==> src/rtl/uart_pkg.sv <==
// Shared UART definitions: baud-tick timebase constants and the command sequencer state encoding.
// Latency: n/a (types and constants only).
// Backpressure: n/a.
package uart_pkg;

    // Default baud timebase: 16 oversampling ticks per bit, 10-bit frame (start + 8 data + stop).
    localparam int unsigned TICKS_PER_BIT  = 16;
    localparam int unsigned BITS_PER_FRAME = 10;
    localparam int unsigned FRAME_TICKS    = TICKS_PER_BIT * BITS_PER_FRAME;

    // Command sequencer state encoding.
    localparam logic [2:0] CTRL_WAIT_A  = 3'd0;
    localparam logic [2:0] CTRL_WAIT_B  = 3'd1;
    localparam logic [2:0] CTRL_WAIT_OP = 3'd2;
    localparam logic [2:0] CTRL_SEND    = 3'd3;
    localparam logic [2:0] CTRL_WAIT_TX = 3'd4;

    typedef enum logic [2:0] {
        ST_WAIT_A  = CTRL_WAIT_A,
        ST_WAIT_B  = CTRL_WAIT_B,
        ST_WAIT_OP = CTRL_WAIT_OP,
        ST_SEND    = CTRL_SEND,
        ST_WAIT_TX = CTRL_WAIT_TX
    } ctrl_state_e;

    // The sequencer refuses new bytes while a result is being handed to, or sent by, the transmitter.
    function automatic logic ctrl_is_busy(input ctrl_state_e s);
        return (s == ST_SEND) || (s == ST_WAIT_TX);
    endfunction

endpackage

==> src/rtl/uart_timeout_cnt.sv <==
// Inter-byte timeout counter: counts qualified ticks, flags the tick that completes TIMEOUT_TICKS.
// Latency: expire is combinational on the final tick; the count clears on the following edge.
// Backpressure: none; clear has priority over counting.
module uart_timeout_cnt #(
    parameter int unsigned TIMEOUT_TICKS = 1600
) (
    input  logic i_clock,
    input  logic i_reset,
    input  logic clear,
    input  logic tick,
    output logic expire
);

    localparam int unsigned CW = (TIMEOUT_TICKS > 1) ? $clog2(TIMEOUT_TICKS) : 1;
    localparam logic [CW-1:0] LAST = CW'(TIMEOUT_TICKS - 1);

    logic [CW-1:0] cnt_q;

    assign expire = tick && (cnt_q == LAST);

    // Tick counter: restarts on clear or on expiry, otherwise advances one per tick.
    always_ff @(posedge i_clock or negedge i_reset) begin
        if (!i_reset) begin
            cnt_q <= '0;
        end else if (clear || expire) begin
            cnt_q <= '0;
        end else if (tick) begin
            cnt_q <= cnt_q + 1'b1;
        end
    end

endmodule

==> src/rtl/uart_alu_ctrl.sv <==
// Command sequencer: collects A, B, opcode bytes from the UART RX, drives stable ALU operands, hands the result to the UART TX.
// Latency: opcode tick in cycle N -> o_op in N+1, o_tx_start/o_tx_data in N+2; all outputs registered.
// Backpressure: bytes arriving while busy are dropped and flagged on o_overrun; optional inter-byte timeout via UART_ALU_CTRL_TIMEOUT_EN.
module uart_alu_ctrl
    import uart_pkg::*;
#(
    parameter int unsigned DBIT          = 8,
    parameter int unsigned OP_LEN        = 6,
    parameter int unsigned TIMEOUT_TICKS = 1600
) (
    input  logic              i_clock,
    input  logic              i_reset,
    input  logic              i_rx_done_tick,
    input  logic [7:0]        i_rx_data,
    input  logic              i_s_tick,
    input  logic [DBIT-1:0]   i_alu_result,
    input  logic              i_tx_done_tick,
    output logic [DBIT-1:0]   o_data_a,
    output logic [DBIT-1:0]   o_data_b,
    output logic [OP_LEN-1:0] o_op,
    output logic              o_tx_start,
    output logic [7:0]        o_tx_data,
    output logic              o_busy,
    output logic              o_overrun,
    output logic              o_timeout
);

    ctrl_state_e state_q;
    ctrl_state_e state_d;

    logic ld_a;
    logic ld_b;
    logic ld_op;
    logic overrun_d;
    logic timeout_d;
    logic tmo_expire;

    // Upper received bits beyond the operand/opcode widths are intentionally ignored.
    logic [7:0] unused_rx;
    assign unused_rx = i_rx_data;

`ifdef UART_ALU_CTRL_TIMEOUT_EN
    logic tmo_counting;

    // Only a partially collected command can time out; everywhere else the counter is held clear.
    assign tmo_counting = (state_q == ST_WAIT_B) || (state_q == ST_WAIT_OP);

    uart_timeout_cnt #(
        .TIMEOUT_TICKS(TIMEOUT_TICKS)
    ) u_timeout_cnt (
        .i_clock (i_clock),
        .i_reset (i_reset),
        .clear   (!tmo_counting || i_rx_done_tick),
        .tick    (tmo_counting && i_s_tick),
        .expire  (tmo_expire)
    );

    // Abandoned-command pulse, one cycle after expiry.
    always_ff @(posedge i_clock or negedge i_reset) begin
        if (!i_reset) begin
            o_timeout <= 1'b0;
        end else begin
            o_timeout <= timeout_d;
        end
    end
`else
    localparam int unsigned unused_tmo_ticks = TIMEOUT_TICKS;
    logic unused_tmo;

    assign tmo_expire = 1'b0;
    assign unused_tmo = i_s_tick ^ timeout_d;
    assign o_timeout  = 1'b0;
`endif

    // State register.
    always_ff @(posedge i_clock or negedge i_reset) begin
        if (!i_reset) begin
            state_q <= ST_WAIT_A;
        end else begin
            state_q <= state_d;
        end
    end

    // Next state and capture strobes; a received byte always beats a simultaneous timeout.
    always_comb begin
        state_d   = state_q;
        ld_a      = 1'b0;
        ld_b      = 1'b0;
        ld_op     = 1'b0;
        overrun_d = 1'b0;
        timeout_d = 1'b0;
        case (state_q)
            ST_WAIT_A: begin
                if (i_rx_done_tick) begin
                    ld_a    = 1'b1;
                    state_d = ST_WAIT_B;
                end
            end
            ST_WAIT_B: begin
                if (i_rx_done_tick) begin
                    ld_b    = 1'b1;
                    state_d = ST_WAIT_OP;
                end else if (tmo_expire) begin
                    timeout_d = 1'b1;
                    state_d   = ST_WAIT_A;
                end
            end
            ST_WAIT_OP: begin
                if (i_rx_done_tick) begin
                    ld_op   = 1'b1;
                    state_d = ST_SEND;
                end else if (tmo_expire) begin
                    timeout_d = 1'b1;
                    state_d   = ST_WAIT_A;
                end
            end
            ST_SEND: begin
                overrun_d = i_rx_done_tick;
                state_d   = ST_WAIT_TX;
            end
            ST_WAIT_TX: begin
                overrun_d = i_rx_done_tick;
                if (i_tx_done_tick) begin
                    state_d = ST_WAIT_A;
                end
            end
            default: begin
                state_d = ST_WAIT_A;
            end
        endcase
    end

    // Operand/opcode holding registers and the transmit handoff; ALU inputs stay put until the next command overwrites them.
    always_ff @(posedge i_clock or negedge i_reset) begin
        if (!i_reset) begin
            o_data_a   <= '0;
            o_data_b   <= '0;
            o_op       <= '0;
            o_tx_start <= 1'b0;
            o_tx_data  <= '0;
            o_busy     <= 1'b0;
            o_overrun  <= 1'b0;
        end else begin
            if (ld_a) begin
                o_data_a <= i_rx_data[DBIT-1:0];
            end
            if (ld_b) begin
                o_data_b <= i_rx_data[DBIT-1:0];
            end
            if (ld_op) begin
                o_op <= i_rx_data[OP_LEN-1:0];
            end
            o_tx_start <= (state_q == ST_SEND);
            if (state_q == ST_SEND) begin
                o_tx_data <= 8'(i_alu_result);
            end
            o_busy    <= ctrl_is_busy(state_d);
            o_overrun <= overrun_d;
        end
    end

endmodule

==> config.mk <==
export PLATFORM = sky130hd
export DESIGN_NAME = uart_alu_ctrl
export DESIGN_NICKNAME = d
export VERILOG_FILES = /design/src/rtl/uart_pkg.sv /design/src/rtl/uart_timeout_cnt.sv /design/src/rtl/uart_alu_ctrl.sv
export SDC_FILE = /design/constraint.sdc
export NUM_CORES = 1
export LEC_CHECK = 0
export ABC_AREA = 1
export BUFFER_PORTS_ARGS = -buffer_cell sky130_fd_sc_hd__buf_4
export CAP_MARGIN = 20
export CORE_ASPECT_RATIO = 1.5
export CORE_MARGIN = 3
export CORE_UTILIZATION = 43
export CTS_CLUSTER_DIAMETER = 60
export DETAILED_ROUTE_END_ITERATION = 10
export PLACE_DENSITY = 0.74
export SETUP_SLACK_MARGIN = 0.15
export SLEW_MARGIN = 40
export SYNTH_ARGS = -nofsm -noshare
export SYNTH_HDL_FRONTEND = slang
export SYNTH_SLANG_ARGS = --single-unit
==> constraint.sdc <==
create_clock -name i_clock -period 1.1 [get_ports i_clock]
set_input_delay 0.165 -clock i_clock [delete_from_list [all_inputs] [get_ports i_clock]]
set_output_delay 0.165 -clock i_clock [all_outputs]
set_load 0.01 [all_outputs]
==> results.toml, run 1 <==
[status]
status = "finished, final reports clean"

[yosys]
synth_area_leaders = "dfrtp_1 61%, nand2_1 18%, nand4_1 6.3%"
synth_top_area_frac = 0.6091
ys.warnings.count = 0
ys_types = 18
syn_area_per_cell_um2 = 9.541
ys_ff_latch = 36
syn_nets = 176
syn_area_mm2 = 0.001479
yosysTopAreaCell = "dfrtp_1"
synthCells = 155
ys_seq_area_frac = 0.6091

[timing]
fin_crit_ns = 1.076
final.setup.worst_slack_ns = 0.02417
finClkSkew_ns = 0.006859
fmax_mhz = 929.5
rsz0062_at_grt = "yes"
finalCritPeriodShare = 0.9780
hold_viol = 0
setup_viol_count_final = 0
setup_tns_ns = 0
drv_slew = 0

[floorplanning]
fp.dieW_um = 53.89
start_util = 0.4590
io_pins = 55
fp-row-count = 25
die_area_mm2 = 0.004194
coreArea_mm2 = 0.003222
die_y_um = 77.83

[grt]
grt_use_total = 0.2253
grt_overflow_total = 0
grt_antenna_before_repair = 0
grt_pass1_wl_um = 6934
grt_max_degree = 37
grt_pass1_vias = 1544

[setup_path]
path_class = "reg2reg"
cp-start-kind = "flip-flop"
cp_slowest_cell = "dfrtp_2"
cp-end-kind = "flip-flop"
crit_arrival_ns = 1.30
critical_path.max_stage_delay_ns = 0.46
path_max_fanout = 5
cp_cell_sequence = "buf_4 > nor2_4 > nand4_1 > nand2_1"
required_ns = 1.32

[cts]
clk_pin_slew_worst_paths_ns = 0.07
clk_latency_ns = 0.29
clkSinkCount = 36
htree_levels = 2
clock_path_buffers = 2
cts_tree = "yes"
cts_made_buffers = 5
clockRootBuffer = "clkbuf_8"

[pwr]
vdd_drop_max_mv = 1.974
pwr_density_cell_mw_per_mm2 = 3030
leakagePower_uw = 0.001339

[route]
drc = 0
drtIter0Drc = 36
drt_pass1_iterations = 4
wl_per_cell_um = 14.38
ant_nets = 0
vias = 1458
routed_wl_um = 4156
viasPerCell = 5.045

[place]
port_buffers = 52
place.gp.congestion = 0.7416
dp_slack_ns = -0.02134
post-dp-hpwl_um = 2672

[layout]
antenna_cells = 0
area_growth_pct = 70.56
post-route-util = 0.7829
final_net_count = 269
drive_gt1_frac = 0.4900

[worst_hold_path]
hold_path_class = "in2reg"

[flow_run]
cap_violations = 0
## placed cells by master (no fill, tap or decap), drive strengths merged
cell type    count
conb             1
nand3b           1
nand2           73
a21oi            1
nand3           12
dlygate4sd3      1
dfrtp           36
bufinv           1
buf             89
nand4           17
clkbuf           7
nor2             5
inv              5
## where the power goes
group	leakage, µW	internal (µW)	switching, µW
Sequential	0.000448	1940	492
Clock	0.0000645	799	464
Combinational	0.000826	2210	1740
## logic make-up after synthesis
logic type | count (synthesis) | share of synthesized area
AOI/OAI and AO/OA | 1 | 0.003381
buffers and inverters | 11 | 0.04906
DFF | 36 | 0.6091
other | 1 | 0.002536
and+or+nand+nor | 106 | 0.3359
## critical path, delay by kind of cell (launching register included)
kind          cells  cell delay [ns]
flops             1             0.46
buf+inv           1             0.18
simple gates      3             0.38
## cells in the mapped netlist (all sizes together)
| cell type | n |
|---|---|
| nor2 | 4 |
| buf | 6 |
| nand3 | 12 |
| nand3b | 1 |
| dfrtp | 36 |
| conb | 1 |
| nand4 | 16 |
| a21oi | 1 |
| inv | 5 |
| nand2 | 73 |
## layer usage
| metal | vias to the layer above | part of all wire | GRT usage |
|---|---|---|---|
| met5 | - | 0 | 0 |
| met4 | 0 | 0.038 | 0.1330 |
| met3 | 16 | 0.073 | 0.08061 |
| met2 | 57 | 0.54 | 0.3799 |
| met1 | 696 | 0.35 | 0.2239 |
| li1 | 689 | - | - |
## flip-flops by register name, indices dropped and copies added (netlist names)
signal      flops
o_overrun       1
o_data_b        8
o_tx_data       8
o_op            6
o_tx_start      1
o_data_a        8
o_busy          1
state_q         3
## cell type report
cell class	count	area, µm²
clock buffers	7	96.34
clock inverters	1	30.03
fillers	217	699.4
inverters	5	23.77
multi-input cells	110	585.6
flip-flops and latches	36	904.6
well taps	40	50.05
repair buffers	90	832.0
## stage by stage
step | cells | instance area [µm²] | hold slack (ns) | total power, µW
floorplan | 155 | 1490 | -0.1306 | 3631
global placement | 254 | 1971 | 0.1331 | 4899
detailed placement | 254 | 1971 | 0.1439 | 5026
CTS | 282 | 2440 | 0.07266 | 7366
global route | 289 | 2522 | 0.08153 | 8124
finish | 289 | 2522 | 0.07777 | 7643
## worst paths after layout
kind | start | to | slack [ns] | cells past startpoint
hold reg to reg | o_data_a[7] | o_data_a[7] | 0.50 | 2
min in group asynchronous | i_reset | o_op[4] | 0.36 | 2
setup reg to reg | state_q[1] | o_data_b[0] | 0.02 | 4
hold / removal | i_alu_result[1] | o_tx_data[1] | 0.08 | 3
setup / recovery | state_q[1] | o_data_b[0] | 0.02 | 4
max in group asynchronous | i_reset | state_q[1] | 0.39 | 2
## timing repair
item	CTS	global route
pin swaps	4	7
cloned	2	0
setup buffers	17	7
endpoints found under the hold margin	36	0
resized for setup	49	9
endpoints found under the setup margin	68	68
hold buffers	1	0
(Power assumes the default switching activity.)
==> inputs of run 2 (changes only) <==
- ABC_AREA: 1 -> default
==> run 2 against run 1 <==
  * The run now ends with setup timing left
  * Synthesized cell count is 41% lower
  * Clock power is 22% lower
  * Die area is 2.9% lower
  * Sequential power is 3% higher
  * Worst setup slack worse by 0.29 ns
  * Via count is 28% lower
  * Combinational power is 3% higher
  * Design area is 3.6% lower
==> results.toml, run 2 <==
[setup_path]
cp_slowest_cell = "dfrtp_2"
cp-end-kind = "flip-flop"
path_max_fanout = 8
cp-start-kind = "flip-flop"
required_ns = 1.27
path_class = "reg2reg"
cp_cell_sequence = "and4bb_2 > buf_12 > mux2_4"
critical_path.max_stage_delay_ns = 0.44
crit_arrival_ns = 1.54

[timing]
finClkSkew_ns = 0.004308
setup_viol_count_final = 34
rsz0062_at_grt = "yes"
finalCritPeriodShare = 1.241
hold_viol = 0
fmax_mhz = 732.4
final.setup.worst_slack_ns = -0.2654
drv_slew = 0
fin_crit_ns = 1.365

[place]
post-dp-hpwl_um = 2228
dp_slack_ns = -0.2976
place.gp.congestion = 0.7891
port_buffers = 52
post-place-cells = 184

[yosys]
synth-main-ff-cell = "dfrtp_1"
ys_seq_area_frac = 0.6294
syn_area_mm2 = 0.001431
syn_area_per_cell_um2 = 15.56
synth-async-reset-ratio = 1.000
synth_top_family_by_area = "multiplexers"
synth_area_leaders = "dfrtp_1 63%, mux2_2 24%, and4bb_2 1.7%"
synth_edf_count = 0
synth_fa_ha_area_frac = 0
synth_top_area_frac = 0.6294
ys_ff_latch = 36
synth-xor-area-share = 0
netlist_top_cells_count = "36 x dfrtp_1, 30 x mux2_2, 3 x buf_2, 3 x buf_4"
ys_types = 19
yosysTopAreaCell = "dfrtp_1"
synthCells = 92
ys.warnings.count = 0
synth_compound_area_frac = 0.01573
synth_mux_area_frac = 0.2360
syn_nets = 113
synth.most_common_cell = "dfrtp_1"
synth-simple-area-share = 0.08392

[flow_run]
cap_violations = 0

[layout]
final_cell_mix = "45 x buf_4, 37 x buf_6, 33 x dfrtp_1"
fin_cells = 217
top_regs = "o_data_a x8, o_data_b x8, o_tx_data x8"
nFillCells = 208
area_growth_pct = 69.84
antenna_cells = 0
final_net_count = 197
layout_commonest_cell = "buf_4"
drive_gt1_frac = 0.7571
post-route-util = 0.7695

[route]
vias = 1051
viasPerCell = 4.843
ant_nets = 0
wl_per_cell_um = 16.93
drt_pass1_iterations = 4
routed_wl_um = 3673
drc = 0
drtIter0Drc = 6

[pwr]
leakagePower_uw = 0.001188
pwr_density_cell_mw_per_mm2 = 3098
vdd_drop_max_mv = 1.869
finalPower_uw = 7532

[cts]
clock_path_buffers = 2
clkSinkCount = 36
clk_pin_slew_worst_paths_ns = 0.07
cts_tree = "yes"
htree_levels = 2
clockRootBuffer = "clkbuf_8"
clk_latency_ns = 0.29
cts_made_buffers = 5

[grt]
grt_antenna_before_repair = 0
grt_pass1_wl_um = 5816
grt_max_degree = 37
use_met3 = 0.06408
grt_use_total = 0.2002
grt_pass1_vias = 1192
top_usage_layer = "met2"
grt_overflow_total = 0
grt_util_met2 = 0.3644
grtUsageMet1 = 0.2111

[floorplanning]
start_util = 0.4531
die_area_mm2 = 0.004071
fp.dieW_um = 53.11
io_pins = 55
die_y_um = 76.66
coreArea_mm2 = 0.003159
fp-row-count = 25

[status]
violations = "setup timing"
status = "finished with violations"

[worst_hold_path]
hold_path_class = "in2reg"
[run 2: area by class of cell]
| class | count | area, µm² | share of cell area |
|---|---|---|---|
| repair buffers | 84 | 784.5 | 0.3227 |
| clock buffers | 7 | 86.33 | 0.03551 |
| clock inverters | 1 | 7.507 | 0.003088 |
| well taps | 40 | 50.05 | 0.02059 |
| multi-input cells | 48 | 594.3 | 0.2445 |
| inverters | 1 | 3.754 | 0.001544 |
| flip-flops and latches | 36 | 904.6 | 0.3721 |
[run 2: logic make-up (layout without fill, tap and decap cells)]
| kind of cell | count (synthesis) | in the layout |
|---|---|---|
| flip-flops | 36 | 36 |
| multiplexers | 30 | 30 |
| AND/OR/NAND/NOR | 13 | 13 |
| buffers and inverters | 8 | 93 |
| AO/OA/AOI/OAI | 4 | 4 |
| other | 1 | 1 |
[run 2: worst paths after layout]
| check | startpoint | endpoint | slack, ns | cells after the start |
|---|---|---|---|---|
| min in group asynchronous | i_reset | o_data_b[4] | 0.38 | 2 |
| max reg2reg | state_q[1] | o_data_b[2] | -0.27 | 3 |
| min reg2reg | o_tx_data[4] | o_tx_data[4] | 0.54 | 1 |
| min | i_alu_result[5] | o_tx_data[5] | 0.11 | 2 |
| max | state_q[1] | o_data_b[2] | -0.27 | 3 |
| max in group asynchronous | i_reset | state_q[2] | 0.39 | 2 |
[run 2: power by group]
part | leakage (µW) | switching [µW] | internal [µW]
combinational | 0.000714 | 1270 | 2770
clock | 0.0000445 | 470 | 509
sequential | 0.000429 | 522 | 1990
[run 2: worst max-delay path: cells and delay by family (launching register included)]
family / cells / cell delay (ns)
AND/OR/NAND/NOR: 1 / 0.35
multiplexers: 1 / 0.31
flip-flops: 1 / 0.44
buffers and inverters: 1 / 0.14
[run 2: routing by layer]
layer	vias to the layer above	part of all wire
li1	480	-
met1	522	0.37
met2	45	0.55
met3	4	0.066
met4	0	0.011
met5	-	0
[run 2: what timing repair did]
item,in CTS,in global routing
buffers inserted,19,5
hold buffers,1,0
gates resized for setup,48,7
hold endpoints to repair,36,0
pin swaps,3,4
setup endpoints to repair,69,69
[run 2: stage by stage]
stage	setup TNS [ns]	cell area, µm²	hold WS (ns)
2_1_floorplan	-6.807	1523	-0.1306
3_3_place_gp	-7.542	1951	0.1360
3_5_place_dp	-8.557	1951	0.1495
4_1_cts	-7.365	2372	0.09530
5_1_grt	-8.533	2431	0.09771
6_report	-7.188	2431	0.1061
==> inputs of run 3 (changes only) <==
- CORE_ASPECT_RATIO: 1.5 -> default
- TNS_END_PERCENT: default -> 1
==> run 3 against run 2 <==
  * The run still ends with setup timing left
  * Flip-flop and latch count is the same
  * Die area is 0.35% lower
  * Final cell count decreased by 9.7%
  * Hold slack got worse by 0.055 ns
  * Critical path depth is the same
  * Wire length is 17% lower
  * Clock power shrank 20%
  * Critical path type unchanged
  * Critical endpoint is now o_data_a[5]
==> results.toml, run 3 (synthesized netlist as in run 2, its figures left out) <==
[setup_path]
cp_cell_sequence = "nor4b_4 > buf_4 > mux2_4"
r2r-end = "o_data_a[5]"
path_max_fanout = 7
r2r_cells = 3
cp-start-kind = "flip-flop"
crit_arrival_ns = 1.62
path_class = "reg2reg"
critical_path.max_stage_delay_ns = 0.47
reg2reg_slack_ns = -0.30
cp_slowest_cell = "dfrtp_2"
reg2reg_from = "state_q[1]"
required_ns = 1.33
cp-end-kind = "flip-flop"

[floorplanning]
coreArea_mm2 = 0.003103
start_util = 0.4613
io_pins = 55
fp-row-count = 20
fp.dieW_um = 63.70
die_y_um = 63.70
die_area_mm2 = 0.004057

[place]
dp_slack_ns = -0.3185
post-dp-hpwl_um = 2177
port_buffers = 52
dpl_cell_area_mm2 = 0.001887
place.gp.congestion = 0.7196

[cts]
clock_path_buffers = 2
cts_made_buffers = 5
clkSinkCount = 36
clk_pin_slew_worst_paths_ns = 0.10
clockRootBuffer = "clkbuf_4"
htree_levels = 2
clk_latency_ns = 0.34
cts_tree = "yes"

[pwr]
clkPwrFrac = 0.122
pwr_density_cell_mw_per_mm2 = 2981
vdd_drop_max_mv = 1.651
netSwitchingFraction = 0.3085
pwr-share-comb = 0.485
power_frac_seq = 0.393
p_int_uw = 4423
netSwitchingPower_uw = 1973
leakagePower_uw = 0.001015

[route]
drtIter0Drc = 13
ant_nets = 0
viasPerCell = 4.816
vias = 944
wl_per_cell_um = 15.61
drc = 0
routed_wl_um = 3059
drt_pass1_iterations = 4

[layout]
top_regs = "o_data_a x8, o_data_b x8, o_tx_data x8"
post-route-util = 0.6915
design_area_mm2 = 0.002146
final_net_count = 173
final_cell_mix = "35 x buf_6, 33 x dfrtp_1, 24 x buf_4"
drive_gt1_frac = 0.6974
layout_commonest_cell = "buf_6"
area_growth_pct = 49.91
antenna_cells = 0

[timing]
finalCritPeriodShare = 1.269
setup_viol_count_final = 34
fmax_mhz = 716.6
rsz0062_at_grt = "yes"
final.setup.worst_slack_ns = -0.2956
hold_viol = 0
drv_slew = 0
fin_crit_ns = 1.396
fin_hold_ws_ns = 0.05082
finClkSkew_ns = 0.005503

[worst_hold_path]
hold_path_class = "in2reg"
worstHoldEndpoint = "o_tx_data[0]"
holdPathStages = 2
hp-start = "i_alu_result[0]"

[grt]
grt_overflow_total = 0
grt_pass1_vias = 1092
grt_max_degree = 37
grt_pass1_wl_um = 5175
grt_antenna_before_repair = 0
grt_use_total = 0.1703

[flow_run]
cap_violations = 0

[status]
status = "finished with violations"
violations = "setup timing"
-- run 3: cell count changes in the layout (fill, tap and decap cells not counted), moves of 2 or more --
| cell | before | now |
|---|---|---|
| clkbuf_4 | 0 | 5 |
| a21oi_2 | 2 | 0 |
| mux2_4 | 22 | 10 |
| buf_4 | 45 | 24 |
| a21oi_1 | 0 | 2 |
| clkbuf_8 | 6 | 2 |
| buf_6 | 37 | 35 |
| mux2_2 | 8 | 20 |
-- run 3: worst max-delay path by stage --
| stage | from | to | slack [ns] | cells after the start |
|---|---|---|---|---|
| final | state_q[1] | o_data_a[5] | -0.30 | 3 |
| after detailed placement | state_q[1] | o_data_a[5] | -0.32 | 3 |
| after floorplan | state_q[0] | o_data_a[0] | -0.35 | 3 |
| after global routing | state_q[1] | o_data_a[5] | -0.35 | 3 |
| after CTS | state_q[2] | o_data_a[5] | -0.30 | 3 |
| after global placement | state_q[1] | o_data_a[5] | -0.30 | 3 |
-- run 3: cell type report --
cell class	count	area, µm²
Tap cell	44	55.05
Inverter	1	3.754
Multi-Input combinational cell	48	533.0
Sequential cell	36	904.6
Clock buffer	7	65.06
Fill cell	227	957.2
Timing Repair Buffer	60	584.3
-- run 3: power by group through the flow --
stage / combinational [µW] / sequential (µW) / clock (µW)
4_1_cts: 3050 / 2510 / 803
3_5_place_dp: 2560 / 2400 / 0
3_3_place_gp: 2500 / 2360 / 0
5_1_grt: 3310 / 2600 / 871
6_report: 3100 / 2510 / 783
2_1_floorplan: 1070 / 2570 / 0
-- run 3: critical path: cells and delay by family, from the launching register on --
family,cells,cell delay [ns]
flip-flops,1,0.47
buffers and inverters,1,0.20
AND/OR/NAND/NOR,1,0.30
multiplexers,1,0.31
-- run 3: per-stage QoR --
stage               std cells  TNS (ns)  power [µW]
finish                    196    -8.156        6396
global route              196    -9.596        6788
CTS                       196    -8.120        6369
detailed placement        188    -9.137        4956
global placement          188    -8.472        4863
floorplan                  92    -8.602        3637
-- run 3: per-layer routing --
layer | routed length [µm] | global-route usage | vias to the layer above
met5 | 0 | 0 | -
met4 | 45 | 0.05660 | 0
met3 | 198 | 0.07843 | 8
met2 | 1595 | 0.2803 | 26
met1 | 1219 | 0.1952 | 474
li1 | - | - | 436
-- run 3: what timing repair did --
action                     4_1_cts  5_1_grt
resized for setup               48        5
pin swaps                        4        2
buffers inserted                 0        0
setup endpoints to repair       69       69
cloned                           0        0
hold endpoints to repair        36        0
hold buffers                     1        0
